`src/rtl/fx_sequencer.sv`:
```
// fx_sequencer: feeds x samples one at a time into an external FX pipeline,
// chaining each result back as the next datab operand, and reports the
// final accumulated sum.
//
// Ports
//   clk        : rising-edge clock
//   rst        : asynchronous active-low reset (release synchronised inside)
//   start      : one-cycle run request, sampled only in IDLE
//   n_samples  : number of samples in the run, latched on an accepted start
//   x_valid    : source has a sample on x_data
//   x_data     : IEEE-754 single-precision sample
//   x_ready    : sequencer accepts x_data this cycle (FETCH only)
//   fx_dataa   : x operand to the FX pipeline
//   fx_datab   : running-sum operand to the FX pipeline
//   fx_clk_en  : FX pipeline clock enable, high only while a pair is in flight
//   fx_result  : FX pipeline output
//   busy       : a run is in progress
//   done       : one-cycle pulse on run completion
//   sum        : final sum, stable from done until the next accepted start
module fx_sequencer #(
  parameter int unsigned FX_LATENCY = 32,
  parameter int unsigned CNT_W      = 16
) (
  input  logic             clk,
  input  logic             rst,
  input  logic             start,
  input  logic [CNT_W-1:0] n_samples,
  input  logic             x_valid,
  input  logic [31:0]      x_data,
  output logic             x_ready,
  output logic [31:0]      fx_dataa,
  output logic [31:0]      fx_datab,
  output logic             fx_clk_en,
  input  logic [31:0]      fx_result,
  output logic             busy,
  output logic             done,
  output logic [31:0]      sum
);

  localparam int unsigned DATA_W = 32;
  localparam int unsigned LAT_W  = (FX_LATENCY > 1) ? $clog2(FX_LATENCY) : 1;
  localparam logic [LAT_W-1:0] LAT_LOAD = LAT_W'(FX_LATENCY - 1);

  typedef enum logic [2:0] {
    IDLE    = 3'd0,
    FETCH   = 3'd1,
    ISSUE   = 3'd2,
    CAPTURE = 3'd3,
    FIN     = 3'd4
  } state_t;

  // Reset synchroniser: assertion is immediate, release lands on a clean edge.
  logic [1:0] rst_sync_q;
  logic       rst_n_int;

  always_ff @(posedge clk or negedge rst) begin
    if (!rst) begin
      rst_sync_q <= 2'b00;
    end else begin
      rst_sync_q <= {rst_sync_q[0], 1'b1};
    end
  end

  assign rst_n_int = rst_sync_q[1];

  state_t            state_q, state_d;
  logic [CNT_W-1:0]  rem_q, rem_d;
  logic [LAT_W-1:0]  lat_q, lat_d;
  logic [DATA_W-1:0] acc_q, acc_d;
  logic [DATA_W-1:0] dataa_q, dataa_d;
  logic [DATA_W-1:0] sum_q, sum_d;
  logic              x_ready_q, x_ready_d;
  logic              clk_en_q, clk_en_d;
  logic              busy_q, busy_d;
  logic              done_q, done_d;

  // State and datapath registers.
  always_ff @(posedge clk or negedge rst_n_int) begin
    if (!rst_n_int) begin
      state_q   <= IDLE;
      rem_q     <= '0;
      lat_q     <= '0;
      acc_q     <= '0;
      dataa_q   <= '0;
      sum_q     <= '0;
      x_ready_q <= 1'b0;
      clk_en_q  <= 1'b0;
      busy_q    <= 1'b0;
      done_q    <= 1'b0;
    end else begin
      state_q   <= state_d;
      rem_q     <= rem_d;
      lat_q     <= lat_d;
      acc_q     <= acc_d;
      dataa_q   <= dataa_d;
      sum_q     <= sum_d;
      x_ready_q <= x_ready_d;
      clk_en_q  <= clk_en_d;
      busy_q    <= busy_d;
      done_q    <= done_d;
    end
  end

  // Next-state, datapath updates and registered-output decode.
  always_comb begin
    state_d = state_q;
    rem_d   = rem_q;
    lat_d   = lat_q;
    acc_d   = acc_q;
    dataa_d = dataa_q;
    sum_d   = sum_q;

    case (state_q)
      IDLE: begin
        if (start) begin
          rem_d   = n_samples;
          acc_d   = '0;
          state_d = (n_samples == '0) ? FIN : FETCH;
        end
      end
      FETCH: begin
        if (x_valid && x_ready_q) begin
          dataa_d = x_data;
          lat_d   = LAT_LOAD;
          state_d = ISSUE;
        end
      end
      ISSUE: begin
        if (lat_q == '0) begin
          state_d = CAPTURE;
        end else begin
          lat_d = lat_q - LAT_W'(1);
        end
      end
      CAPTURE: begin
        acc_d   = fx_result;
        rem_d   = rem_q - CNT_W'(1);
        // Compare before decrement so a full-scale count never wraps.
        state_d = (rem_q != CNT_W'(1)) ? FETCH : FIN;
      end
      FIN: begin
        sum_d   = acc_q;
        state_d = IDLE;
      end
      default: state_d = IDLE;
    endcase

    // Outputs are registered from the state being entered, so they line up
    // with the state itself; done trails FIN so it coincides with sum.
    x_ready_d = (state_d == FETCH);
    clk_en_d  = (state_d == ISSUE);
    busy_d    = (state_d != IDLE);
    done_d    = (state_q == FIN);
  end

  assign x_ready   = x_ready_q;
  assign fx_dataa  = dataa_q;
  assign fx_datab  = acc_q;
  assign fx_clk_en = clk_en_q;
  assign busy      = busy_q;
  assign done      = done_q;
  assign sum       = sum_q;

endmodule
```
`config.mk`:
```
export PLATFORM = sky130hd
export DESIGN_NAME = fx_sequencer
export DESIGN_NICKNAME = d
export VERILOG_FILES = /design/src/rtl/fx_sequencer.sv
export SDC_FILE = /design/constraint.sdc
export NUM_CORES = 1
export LEC_CHECK = 0
export CAP_MARGIN = 20
export CORE_AREA = 8 8 96 142
export CTS_CLUSTER_SIZE = 25
export DETAILED_ROUTE_END_ITERATION = 12
export DIE_AREA = 0 0 104 150
export PLACE_DENSITY = 0.82
export SETUP_SLACK_MARGIN = 0.5
export SYNTH_ARGS = -nofsm -noshare
export SYNTH_HDL_FRONTEND = slang
export SYNTH_SLANG_ARGS = --single-unit
```
`constraint.sdc`:
```
create_clock -name clk -period 5.2 [get_ports clk]
set_input_delay 1.04 -clock clk [delete_from_list [all_inputs] [get_ports clk]]
set_output_delay 1.04 -clock clk [all_outputs]
set_load 0.005 [all_outputs]
```
### Yosys cells after proc, flatten, opt, wreduce, memory -nomap -nowiden

Index checks and enable logic that the tools add are counted.

| storage, ports and cells | value |
|---|---|
| bits in registers | 126 |
| input bits | 84 |
| logic and storage cells | 46 |
| output and inout port bits | 100 |

| cells by class | value |
|---|---|
| equality and inequality tests | 10 |
| muxes and demuxes | 13 |
| reduce and logical (&&, ||, !) cells | 10 |
| $add $sub $neg | 2 |

Operators by type and width:

| cell | number |
|---|---|
| 32-bit case mux with 2 select lines | 1 |
| 32-bit 2-to-1 mux | 1 |
| 16-bit case mux with 2 select lines | 1 |
| 16-bit zero test | 1 |
| 16-bit 2-to-1 mux | 1 |
| 16-bit by 1-bit != test with 1-bit output (second input constant) | 1 |
| 16-bit by 1-bit subtractor with 16-bit output (second input constant) | 1 |
| 3-bit 2-to-1 mux | 5 |
| 3-bit case mux with 4 select lines | 1 |
| 5-bit 2-to-1 mux | 2 |
| 5-bit case mux with 2 select lines | 1 |
| 3-bit by 2-bit equality test with 1-bit output (second input constant) | 3 |
| 3-bit by 1-bit equality test with 1-bit output (second input constant) | 2 |
| 2-bit != test (second input constant) | 3 |
| 5-bit zero test | 1 |
| 5-bit by 1-bit subtractor with 5-bit output (second input constant) | 1 |
| 2-bit AND reduction | 2 |
| 2-bit nonzero test | 2 |
| 3-bit equality test (second input constant) | 1 |
| 3-bit zero test | 1 |
| 3-bit AND reduction | 1 |
| 3-bit nonzero test | 1 |
| 1-bit logical AND | 1 |

### Logic depth before layout (Yosys ltp)

| logic depth | value |
|---|---|
| depth after elaboration | 5 |
| gate-level depth with buffers | 7 |
| depth with buffers taken out | 6 |

### Worst setup path before layout

Ideal clock, no wire load.

| path | value |
|---|---|
| kind | input -> register |
| start point | input start |
| end point | register rem_q[10] |
| data required time | 5.054 ns |
| buffers on the path | 2 |
| stages | 5 |
| data arrival time | 2.174 ns |
| setup slack | 2.880 ns |
| library setup time | 0.146 ns |
| cell sequence | or4b_2 > buf_6 > clkbuf_1 > o211ai_1 > o311ai_0 |

| between the ends | value |
|---|---|
| longest elaborated chain between the ends | 2 |

RTL lines:

| what | line | source |
|---|---|---|
| start: declaration | 26 | `input logic start,` |
| 2-bit != test (no line) | - |  |
| 2-bit AND reduction (no line) | - |  |
| end signal: assignment | 92 | `rem_q <= rem_d;` |
| end: declaration | 67 | `logic [CNT_W-1:0] rem_q, rem_d;` |

Every way passes these cells.
A chain may end at the register's enable or synchronous reset.

### Final worst setup path

| path | value |
|---|---|
| start point | input x_valid |
| end point | register dataa_q[3], in the netlist fx_dataa[3] |

| between the ends | value |
|---|---|
| longest elaborated chain between the ends | 2 |

RTL lines:

| what | line | source |
|---|---|---|
| start: declaration | 28 | `input logic x_valid,` |
| 1-bit logical AND | 122 | `if (x_valid && x_ready_q) begin` |
| 2-bit AND reduction (no line) | - |  |
| end signal: assignment | 95 | `dataa_q <= dataa_d;` |
| end: declaration | 70 | `logic [DATA_W-1:0] dataa_q, dataa_d;` |

Every way passes these cells.

==> metrics.log <==
INFO  metric critical_path.cell_chain = clkdlybuf4s50_1 > nand4b_1 > nor2_2 > buf_4 > mux2_2
INFO  metric min_from = rst_sync_q[0]
INFO  metric holdPathStages = 0
INFO  metric routabilityCongestion = a little under 0.8
INFO  metric synth-warning-count = 0
INFO  metric cts_tree = built
INFO  metric skew = 0.00796 ns
INFO  metric finalNetCount = between 600 and 700
INFO  metric p_per_area = between 500 and 600 nW/um^2
INFO  metric leakage = between 3 and 4 nW
INFO  metric clk_pin_slew = about 0.050 ns
INFO  metric ctsRootBufferMaster = sky130_fd_sc_hd__clkbuf_16
INFO  metric drcViolationCount = 0
INFO  metric die_width = around 100 um
INFO  metric fp.dieArea = ~16000 sq um
INFO  metric synthesis.nets = 460
INFO  metric worst_hold_path_type = reg2reg
INFO  metric min_period = ~2.5 ns
INFO  metric post_cts_hold_buffer_count = 0
INFO  metric crit_path_start = x_valid
INFO  metric synthToLayoutAreaGrowth = 50.9%
INFO  metric outcome = finished, final reports clean
INFO  metric detail-route-antenna-nets = 0
INFO  metric post_route_cells_drive_above_1_share = between 10% and 20%
INFO  metric worst-r2r-setup-slack = slightly below 3 ns
INFO  metric route.final.wire_length = 14.2 mm
INFO  metric detailedRoute.firstIterationViolations = 84
INFO  metric routed-wl-met3 = 1.05 mm
INFO  metric critical_path_peak_fanout = 32
INFO  metric synth-edff-count = 0
INFO  metric fin_tns_setup = 0 ns
INFO  metric floorplan.die.height = approximately 150 um
INFO  metric peakVddDrop = between 200 and 300 uV
INFO  metric dp_hpwl = approximately 10 mm
INFO  metric grt.total_usage = ~18%
INFO  metric path_class = in2reg
INFO  metric final_min_period_over_clock_period = about half
INFO  metric postSynthCellCount = between 300 and 400
INFO  metric synth-async-reset-ratio = 100%
INFO  metric pin_count_of_the_biggest_net_entering_global_routing = between 70 and 80
INFO  metric cts-buffers-inserted = 17
INFO  metric slew_headroom = between 40 and 50%
INFO  metric critPathSlowestCell = sky130_fd_sc_hd__clkdlybuf4s50_1
INFO  metric rsz0062_at_grt = no
INFO  metric timing_hold_violations_final = 0
INFO  metric number_of_global_route_vias_before_repair = about 4200
INFO  metric max_cap_viol_count = 0
INFO  metric most-common-layout-cells = 183 x sky130_fd_sc_hd__clkdlybuf4s50_1, 125 x sky130_fd_sc_hd__dfrtp_1, 64 x sky130_fd_sc_hd__mux2_2, 32 x sky130_fd_sc_hd__a22o_1, 17 x sky130_fd_sc_hd__clkbuf_16
INFO  metric crit_path_start_kind = input port
INFO  metric arrival = 2.81 ns
INFO  metric antenna_found_initial = 0
INFO  metric post_synth_instance_area = 5100 sq um
INFO  metric synth.lib_cells_used.distinct = 50
INFO  metric cts_max_level = 4
INFO  metric max_stage_delay = approximately 0.48 ns
INFO  metric timing.hold.worst_endpoint = rst_sync_q[1]
INFO  metric layout.cells.most_common = sky130_fd_sc_hd__clkdlybuf4s50_1
INFO  metric grt_overflow_total = 0
INFO  metric worst-slew-pin-transition = 0.886 ns
INFO  metric design.portCount = around 180
INFO  metric dominant_synthesized_flop_cell = sky130_fd_sc_hd__dfrtp_1
INFO  metric post_drt_wl_per_cell = approximately 20 um
INFO  metric syn_area_per_cell = 13.7 sq um
INFO  metric topRoutingLayerUsed = met4
INFO  metric rr_endpoint = rem_q[4]
INFO  metric post_cts.repair.setup_buffers = 0
INFO  metric fin_cells = approximately 730
INFO  metric grt_pass1_wl = roughly 23 mm
INFO  metric buffer_ports.inserted = 183
INFO  metric r2r-start = state_q[2]
INFO  metric num_antenna_cells = 0
INFO  metric cts-resized-gates = 0
INFO  metric worstRegToRegCells = 5
INFO  metric sum_of_routed_wire_segments_on_met1 = 5.23 mm
INFO  metric clk_latency = between 0.4 and 0.5 ns
INFO  metric routed-via-count = roughly 3900
INFO  metric cts_buffer_depth = 2
INFO  metric seq_area_frac_synth = around 62%
INFO  metric dr.pass1.iters = 4
INFO  metric wl_met2 = 7.57 mm
INFO  metric placementRows = about 50
INFO  metric worst_ep_required_time = roughly 5.5 ns
INFO  metric starting_density = between 40% and 50%
INFO  metric pre_cts_ws = around 2.3 ns
INFO  metric drv_slew = 0
INFO  metric synth_seq_cells = about 130
INFO  metric viasPerCell = around 5.4
INFO  metric timing.fmax = roughly 0.4 GHz
INFO  metric final_critical_path_setup_slack = 2.67 ns
INFO  metric setup_viol = 0
INFO  metric end_kind = flip-flop
INFO  metric cts_num_sinks = around 130
INFO  metric floorplan.core_area = 11600 sq um
INFO  metric dp_cells = 693
==> worst max-delay path by stage <==
stage / to / slack (ns) / cells past startpoint
floorplan: busy / 1.43 / 0
global placement: rem_q[14] / 2.32 / 4
detailed placement: rem_q[14] / 2.29 / 4
CTS: fx_dataa[30] / 2.70 / 5
global route: fx_dataa[8] / 2.58 / 5
finish: fx_dataa[3] / 2.67 / 5
==> per-layer routing <==
layer | track usage, % | up-vias
li1 | - | 1772
met1 | 19.4 | 1939
met2 | 32.4 | 157
met3 | 7.07 | 25
met4 | 8.15 | 0
met5 | 0 | -
==> kinds of logic after synthesis <==
family,Yosys count,share of synthesized area (%)
flip-flops,126,61.8
other,1,0.0735
AND/OR/NAND/NOR,79,9.32
adder cells (fa/ha/maj),4,0.981
AO/OA/AOI/OAI,72,11.1
buffers and inverters,26,2.62
multiplexers,64,14.1
==> state kept, by name, indices dropped and copies added (netlist names), 2 cells and up <==
| register | cells |
|---|---|
| state_q | 3 |
| fx_datab | 32 |
| rst_sync_q | 2 |
| lat_q | 5 |
| sum | 32 |
| fx_dataa | 32 |
| rem_q | 16 |
==> synthesized netlist by cell type (4+ instances only) <==
cell type | number | area [sq um]
sky130_fd_sc_hd__inv_1 | 5 | 18.8
sky130_fd_sc_hd__nand4_1 | 4 | 25.0
sky130_fd_sc_hd__clkbuf_1 | 9 | 33.8
sky130_fd_sc_hd__nor2_1 | 13 | 48.8
sky130_fd_sc_hd__o311ai_0 | 5 | 43.8
sky130_fd_sc_hd__ha_1 | 4 | 50.1
sky130_fd_sc_hd__o211ai_1 | 4 | 30.0
sky130_fd_sc_hd__nor4_1 | 7 | 43.8
sky130_fd_sc_hd__o22ai_1 | 8 | 50.1
sky130_fd_sc_hd__a21oi_1 | 9 | 45.0
sky130_fd_sc_hd__nor3_1 | 9 | 45.0
sky130_fd_sc_hd__dfrtp_1 | 126 | 3150
sky130_fd_sc_hd__a22o_1 | 32 | 280
sky130_fd_sc_hd__and4_1 | 4 | 35.0
sky130_fd_sc_hd__buf_2 | 8 | 40.0
sky130_fd_sc_hd__nand2_1 | 15 | 56.3
sky130_fd_sc_hd__mux2_2 | 64 | 721
==> worst max-delay path, delay by kind of cell <==
kind / cells / cell delay [ns]
AND/OR/NAND/NOR: 2 / 0.51
multiplexers: 1 / 0.38
buffers and inverters: 2 / 0.86
==> area by class of cell <==
cell class	count	area, sq um
clock buffers	18	429
inverters	5	18.8
multi-input cells	220	1830
clock inverters	14	205
well taps	153	191
fillers	838	3950
repair buffers	189	1880
flip-flops and latches	126	3160
==> report_power, final <==
part / switching [mW] / internal (mW) / leakage, nW / total (mW)
registers: 0.289 / 1.32 / 1.59 / 1.61
clock network: 0.456 / 0.812 / 0.303 / 1.27
logic: 0.507 / 0.832 / 1.41 / 1.34
total: 1.25 / 2.97 / 3.31 / 4.22
==> metrics by stage <==
stage / hold slack [ns] / cell area (sq um) / power, mW / util (%)
floorplan: 0.331 / 5100 / 2.17 / -
global placement: 0.337 / 7070 / 2.90 / 60.7
detailed placement: 0.339 / 7070 / 2.97 / 60.7
CTS: 0.351 / 7700 / 4.26 / 66.1
global route: 0.377 / 7700 / 4.44 / 66.1
finish: 0.347 / 7700 / 4.22 / 66.1
No activity file was read; power rests on OpenSTA's default activity.
